### config.mk
export PLATFORM = sky130hd
export DESIGN_NAME = drop_move_scheduler
export DESIGN_NICKNAME = d
export VERILOG_FILES = /design/src/rtl/drop_move_scheduler.sv
export SDC_FILE = /design/constraint.sdc
export NUM_CORES = 1
export LEC_CHECK = 0
export BUFFER_PORTS_ARGS = -buffer_cell sky130_fd_sc_hd__buf_2
export CORE_ASPECT_RATIO = 0.9
export CORE_MARGIN = 2
export CORE_UTILIZATION = 44
export DETAILED_ROUTE_END_ITERATION = 12
export GPL_ROUTABILITY_DRIVEN = 0
export SYNTH_ARGS = -nofsm -noshare
export SYNTH_HDL_FRONTEND = slang
export SYNTH_SLANG_ARGS = --single-unit
### constraint.sdc
create_clock -name clk_i -period 2.46 [get_ports clk_i]
set_input_delay 0.492 -clock clk_i [delete_from_list [all_inputs] [get_ports clk_i]]
set_output_delay 0.492 -clock clk_i [all_outputs]
set_load 0.03 [all_outputs]
### src/rtl/drop_move_scheduler.sv
// Falling-piece scheduler: generates the gravity tick for the selected difficulty
// and funnels gravity plus player requests onto a single command port to the board.
module drop_move_scheduler #(
    parameter int unsigned PERIOD_EASY   = 25_000_000,
    parameter int unsigned PERIOD_MEDIUM = 12_500_000,
    parameter int unsigned PERIOD_HARD   = 6_250_000,
    parameter int unsigned CNT_W         = 25
) (
    input  logic       clk_i,
    input  logic       rst_i,
    input  logic       run_i,
    input  logic       pause_i,
    input  logic [1:0] difficulty_i,
    input  logic       mv_left_i,
    input  logic       mv_right_i,
    input  logic       mv_rot_i,
    input  logic       mv_soft_i,
    output logic       cmd_valid_o,
    output logic [1:0] cmd_op_o,
    input  logic       cmd_ready_i,
    input  logic       cmd_ok_i,
    output logic       lock_piece_o
);

    typedef enum logic [1:0] {
        ST_IDLE,
        ST_WAIT,
        ST_ISSUE,
        ST_LOCK
    } state_e;

    localparam logic [1:0] OP_DOWN  = 2'b00;
    localparam logic [1:0] OP_LEFT  = 2'b01;
    localparam logic [1:0] OP_RIGHT = 2'b10;
    localparam logic [1:0] OP_ROT   = 2'b11;

    // Bit positions inside the pending-flag vector
    localparam int F_GRAV  = 0;
    localparam int F_SOFT  = 1;
    localparam int F_ROT   = 2;
    localparam int F_LEFT  = 3;
    localparam int F_RIGHT = 4;

    localparam logic [CNT_W-1:0] LIM_EASY   = CNT_W'(PERIOD_EASY - 1);
    localparam logic [CNT_W-1:0] LIM_MEDIUM = CNT_W'(PERIOD_MEDIUM - 1);
    localparam logic [CNT_W-1:0] LIM_HARD   = CNT_W'(PERIOD_HARD - 1);

    state_e           state_q, state_d;
    logic [CNT_W-1:0] cnt_q, cnt_d;
    logic [4:0]       pend_q, pend_d;
    logic [4:0]       sel_q, sel_d;
    logic [1:0]       op_q, op_d;

    logic [CNT_W-1:0] limit;
    logic             counting;
    logic             tick;
    logic             xfer;
    logic [4:0]       player_set;
    logic [4:0]       pend_upd;
    logic [4:0]       remain;

    // Fixed-priority pick: returns {flags consumed, op}. Gravity and soft drop
    // share the DOWN op, so one DOWN consumes both when both are waiting.
    function automatic logic [6:0] pick(input logic [4:0] flags);
        logic [6:0] r;
        r = {5'b00000, OP_DOWN};
        if (flags[F_GRAV] || flags[F_SOFT]) begin
            r = {flags & 5'b00011, OP_DOWN};
        end else if (flags[F_ROT]) begin
            r = {5'b00100, OP_ROT};
        end else if (flags[F_LEFT]) begin
            r = {5'b01000, OP_LEFT};
        end else if (flags[F_RIGHT]) begin
            r = {5'b10000, OP_RIGHT};
        end
        return r;
    endfunction

    // Gravity period for the current difficulty; code 11 runs at the hard rate
    always_comb begin
        limit = LIM_HARD;
        case (difficulty_i)
            2'b00:   limit = LIM_EASY;
            2'b01:   limit = LIM_MEDIUM;
            default: limit = LIM_HARD;
        endcase
    end

    // The >= compare catches a count left above the limit when difficulty rises mid-period
    assign counting   = ((state_q == ST_WAIT) || (state_q == ST_ISSUE)) && !pause_i;
    assign tick       = counting && (cnt_q >= limit);
    assign xfer       = (state_q == ST_ISSUE) && cmd_ready_i;
    assign player_set = ((state_q != ST_IDLE) && !pause_i)
                        ? {mv_right_i, mv_left_i, mv_rot_i, mv_soft_i, 1'b0} : 5'b00000;
    assign pend_upd   = (pend_q & ~(xfer ? sel_q : 5'b00000)) | player_set | {4'b0000, tick};
    assign remain     = pend_q & ~sel_q;

    // Next-state logic: counter, pending flags, command selection and the FSM itself
    always_comb begin
        state_d = state_q;
        cnt_d   = cnt_q;
        pend_d  = pend_q;
        sel_d   = sel_q;
        op_d    = op_q;

        if (counting) begin
            cnt_d = tick ? '0 : cnt_q + CNT_W'(1);
        end

        case (state_q)
            ST_IDLE: begin
                if (run_i) begin
                    state_d = ST_WAIT;
                end
            end
            ST_WAIT: begin
                pend_d = pend_upd;
                if (!pause_i && (pend_q != 5'b00000)) begin
                    state_d       = ST_ISSUE;
                    {sel_d, op_d} = pick(pend_q);
                end
            end
            ST_ISSUE: begin
                pend_d = pend_upd;
                if (xfer) begin
                    if ((op_q == OP_DOWN) && !cmd_ok_i) begin
                        state_d = ST_LOCK;
                    end else if (!pause_i && (remain != 5'b00000)) begin
                        {sel_d, op_d} = pick(remain);
                    end else begin
                        state_d = ST_WAIT;
                    end
                end
            end
            ST_LOCK: begin
                state_d = ST_WAIT;
                cnt_d   = '0;
                pend_d  = 5'b00000;
            end
            default: begin
                state_d = ST_IDLE;
            end
        endcase

        if (!run_i) begin
            state_d = ST_IDLE;
            cnt_d   = '0;
            pend_d  = 5'b00000;
        end
    end

    // State and datapath registers
    always_ff @(posedge clk_i or posedge rst_i) begin
        if (rst_i) begin
            state_q <= ST_IDLE;
            cnt_q   <= '0;
            pend_q  <= 5'b00000;
            sel_q   <= 5'b00000;
            op_q    <= OP_DOWN;
        end else begin
            state_q <= state_d;
            cnt_q   <= cnt_d;
            pend_q  <= pend_d;
            sel_q   <= sel_d;
            op_q    <= op_d;
        end
    end

    assign cmd_valid_o  = (state_q == ST_ISSUE);
    assign cmd_op_o     = op_q;
    assign lock_piece_o = (state_q == ST_LOCK);

endmodule

# Word level (Yosys, flattened, before mapping)
# Index checks and enable logic that the tools add are counted.
# totals
wordCells	82
ff_bits	39
# op_classes
muxes	33
add_sub_neg	1
eq_ne	13
n_reduce_logical	23
bitwise	6
magnitude_cmp	1
# op_table
operator	count
two-way mux 25 bit	4
two-way mux 7 bit	8
one-hot mux 25 bit (2 select lines)	1
two-way mux 5 bit	7
adder 25 x 1 -> 25 bit, second input constant	1
greater-or-equal comparator 25 bit	1
one-hot mux 5 bit (2 select lines)	2
two-way mux 2 bit	9
bitwise AND 5 bit	2
inverter 5 bit	2
nonzero test 5 bit	2
inequality test 3 x 2 -> 1 bit, second input constant	3
logical AND 1 bit	7
zero test 2 bit	3
inequality test 2 x 1 -> 1 bit, second input constant	3
one-hot mux 2 bit (3 select lines)	1
OR 5 x 1 -> 5 bit	1
OR 5 bit	1
AND reduction 5 bit	1
== test 2 x 1 -> 1 bit, second input constant	2
== test 2 bit, second input constant	2
inequality test 4 bit, second input constant	1
one-hot mux 2 bit (2 select lines)	1
nonzero test 2 bit	2
6 further kinds	10

# Longest topological paths before layout
# depth
word_depth	10
mapped_depth	12
mapped_depth_nobuf	10

# Worst setup path after synthesis
# OpenSTA, ideal clock, no wires.
# synth_timing
path_kind	input to register
start	input difficulty_i[0]
end	register cnt_q[24]
arrival_time_ps	2641
slack_ps	-250
required_time_ps	2391
stages	11
cell_sequence	nor2b_1 > inv_1 > ha_1 > and4_1 > a21oi_1 > a311o_1 > o311ai_1 > a21o_1 > buf_6 > or4_1 > nand3_1
# synth_between
elab_chain_cells	8
elab_cells_between_ends	9
cone_classes	order compare (1); eq/ne (1); mux (5); reduce/logical (2)
# synth_lines
item	line	rtl
from (decl)	13	input logic [1:0] difficulty_i,
== test 2 x 1 -> 1 bit / zero test 2 bit (equally long branches)	82	case (difficulty_i)
one-hot mux 25 bit (2 select lines) *	82	
greater-or-equal comparator 25 bit *	91	assign tick = counting && (cnt_q >= limit);
logical AND 1 bit *	91	
two-way mux 25 bit *	107	cnt_d = tick ? '0 : cnt_q + CNT_W'(1);
two-way mux 25 bit *	106	if (counting) begin
two-way mux 25 bit *	110	case (state_q)
two-way mux 25 bit *	145	if (!run_i) begin
to (signal assigned)	162	cnt_q <= cnt_d;
to (decl)	49	logic [CNT_W-1:0] cnt_q, cnt_d;
# Every way passes the cells marked *; elsewhere a longest branch is shown, timed or not. The select of a mux whose other input is x is not followed.
# A chain may end at the register's enable or synchronous reset.

# Worst setup path after layout
# layout_timing
start	register cnt_q[10]
end	register cnt_q[5]
# layout_between
elab_chain_cells	6
# layout_lines
item	line
greater-or-equal comparator 25 bit	91
logical AND 1 bit	91
two-way mux 25 bit	107
two-way mux 25 bit	106
two-way mux 25 bit	110
two-way mux 25 bit	145
# Every way passes these cells. The select of a mux whose other input is x is not followed.

==> impl_metrics.tcl <==
set metrics [dict create \
    firstDrtPassIters 4 \
    ys_async_sr_fraction_pct 100 \
    critPathBufInv 2 \
    cts.sinks 39 \
    post_cts_buffers 0 \
    stdcell_count 418 \
    synth_top_area_cell "dfrtp_1" \
    p_leak_nw 1.37 \
    max-cap-violations 0 \
    crit_chain "nor4bb_1 > buf_4 > a21oi_1 > a311o_1 > o311ai_2 > a211oi_2 > buf_4 > a21o_1 > a21o_1" \
    cp-endpoint "cnt_q[5]" \
    worst_path_largest_cell_delay_ns 0.49 \
    rsz0062_at_grt "true" \
    slowest_stage "dfrtp_1" \
    viasPerCell 6.06 \
    final_nets 372 \
    clk_transition_reported_paths_ns 0.08 \
    grt.total_usage_pct 21.6 \
    synth-edff-count 0 \
    io_pins 16 \
    cts_buffers 5 \
    placementRows 26 \
    period_share_pct 95.0 \
    setup.worst_path.end_class "flip-flop" \
    timing.final.ws_setup_ns 0.124 \
    r2r_end "cnt_q[5]" \
    tns_ns 0 \
    synth_seq_area_share_pct 36.6 \
    gr-max-usage-layer "met2" \
    synth_seq_cells 39 \
    met2_usage_pct 33.5 \
    hold_violations 0 \
    post_drt_wl_per_cell_um 16.3 \
    grt_pass1_vias 2385 \
    p_per_area_nw_per_um2 696 \
    avgSynthCellArea_sq_um 8.63 \
    vias 2532 \
    grt_overflow 0 \
    syn_nets 334 \
    layout_min_cycle_time_ns 2.34 \
    critical_path_depth 9 \
    clock-root-buffer "clkbuf_8" \
    critPathKind "reg2reg" \
    worst_ep_arrival_time_ns 2.52 \
    slew_headroom_pct 60.9 \
    use_met3_pct 2.87 \
    ys.warnings.count 0 \
    worst-slew-pin-transition_ns 0.584 \
    synthTopCellsByArea "dfrtp_1, nand3_1, ha_1, nand2_1, o311ai_2" \
    drc_errors 0 \
    final_cell_mix "nand2_1, dfrtp_1, nand3_1" \
    hpwl_mm 4.94 \
    reg2reg_from "cnt_q[10]" \
    die_w_um 86.1 \
    ir_worst_vdd_uv 436 \
    grt_pass1_wl_mm 11.5 \
    syn_area_sq_um 2670 \
    antenna_cells 0 \
    final_core_util_pct 55.1 \
    finalSetupViolCount 0 \
    netlist_instances 309 \
    hold_buffers 0 \
    n_fill_cell 538 \
    h-tree-depth 2 \
    drive_gt1_share_pct 22.4 \
    clockBufferDepth 2 \
    status "complete, no violations" \
    drt_iter0_drc 130 \
    start_util_pct 46.3 \
    fmax_mhz 428 \
    start_kind "flip-flop" \
    cts_tree "done" \
    place_inst 410 \
    fin_skew_ns 0.00740 \
    drv_slew 0 \
    dpl_worst_slack_ns -0.220 \
    area_delta_synth_final_pct 19.1 \
    path_max_fanout 19 \
    startpoint "cnt_q[10]" \
    wl_mm 6.83 \
    hold_path_class "in2async" \
    antenna_found_initial 0 \
    port-buffer-count 15 \
    synth_top_flop_cell "dfrtp_1" \
    critical_path.top_delay_family "compound AO/OA/AOI/OAI gates" \
    ant_nets 0 \
    dieArea_sq_um 6700 \
    coreArea_sq_um 5760 \
    r2r.worst_path.cells 9 \
    grt_max_degree 40 \
    final_common_cell "nand2_1" \
    met1_usage_pct 31.3 \
    synth_cell_type_count 51 \
    cp.required_ns 2.65 \
    clkLatencyLatePin_ns 0.30 \
    synth.top_cell.area_share_pct 36.6 \
    r2r_slack_ns 0.12 \
    die-height_um 77.9 \
]
==> report_power, final <==
group          switching [mW]  internal (mW)  total [mW]
Sequential             0.0764          0.715       0.791
Clock                   0.239          0.328       0.568
Combinational           0.550          0.303       0.853
==> worst reg2reg max path, delay by kind of cell, from the launching register on <==
kind	cells	cell delay, ns
AO/OA/AOI/OAI	6	1.02
buffers and inverters	2	0.42
flip-flops	1	0.49
AND/OR/NAND/NOR	1	0.32
==> kinds of logic after synthesis <==
kind of cell	synth area share (%)
and+or+nand+nor	24.4
DFF	36.6
xor gates and xnor gates	0.986
muxes	0.422
buffers and inverters	5.16
AOI/OAI and AO/OA	26.3
adders and majority gates	6.10
==> per-stage QoR <==
step                power [mW]  hold WS (ns)  area, sq um
global placement          1.63         0.516         3020
floorplan                 1.36         0.491         2700
finish                    2.21         0.306         3180
global route              2.35         0.358         3180
detailed placement        1.64         0.519         3020
CTS                       2.21         0.331         3140
==> per-layer routing <==
layer  vias up  routed length, um
met2        40               3140
li1       1246                  -
met1      1240               3450
met4         0                 61
met5         -                  0
met3         6                182
==> cell usage after synthesis, types with 2 or more instances <==
library cell  number
inv_1             17
o21ai_0           14
a311o_1            2
nor3_1             8
ha_1              13
a21oi_1           15
and2_1             2
o22ai_1            2
nor2b_1            3
or2_2              3
a22oi_1            2
xnor2_1            3
nand2_1           41
o311ai_0           3
a211oi_1           3
or3_1              7
o31ai_1            2
a21o_1             8
dfrtp_1           39
a41oi_1            4
a22o_1             8
nor2_1            15
nand4_1            5
o311ai_1           2
or4_1              3
a31oi_1            3
buf_2              2
a2bb2oi_1          2
nand3_1           33
nor4_1             3
nand3b_1           2
nand2b_1           3
clkbuf_1           9
buf_4              2
o211ai_1           3
o311ai_2           8
==> timing repair <==
| action | in CTS | in global routing |
|---|---|---|
| setup endpoints to repair | 0 | 9 |
| gates resized for setup | 0 | 10 |
| hold endpoints to repair | 0 | 0 |
==> worst min path at each step <==
stage,start,to,slack [ns],depth (start not counted)
after floorplan,cnt_q[24],cnt_q[24],0.49,2
after global routing,rst_i,cnt_q[6],0.36,3
final,rst_i,cnt_q[14],0.31,3
after detailed placement,cmd_op_o[1],cmd_op_o[1],0.52,1
after global placement,cmd_op_o[1],cmd_op_o[1],0.52,1
after CTS,rst_i,cnt_q[8],0.33,3
==> state kept, by name (all words and copies together), names as in the netlist <==
register	cells
cnt_q	25
pend_q	5
sel_q	5
cmd_op_o	2
state_q	2
==> final cells by class <==
type / instances / area, sq um / area share, %
timing repair buffer: 46 / 308 / 9.69
clock inverter: 2 / 35.0 / 1.10
multi-input combinational: 238 / 1620 / 51.1
inverter: 17 / 63.8 / 2.01
sequential: 39 / 977 / 30.8
tap: 70 / 87.6 / 2.76
clock buffer: 6 / 82.6 / 2.60
No activity file was read; power rests on OpenSTA's default activity.
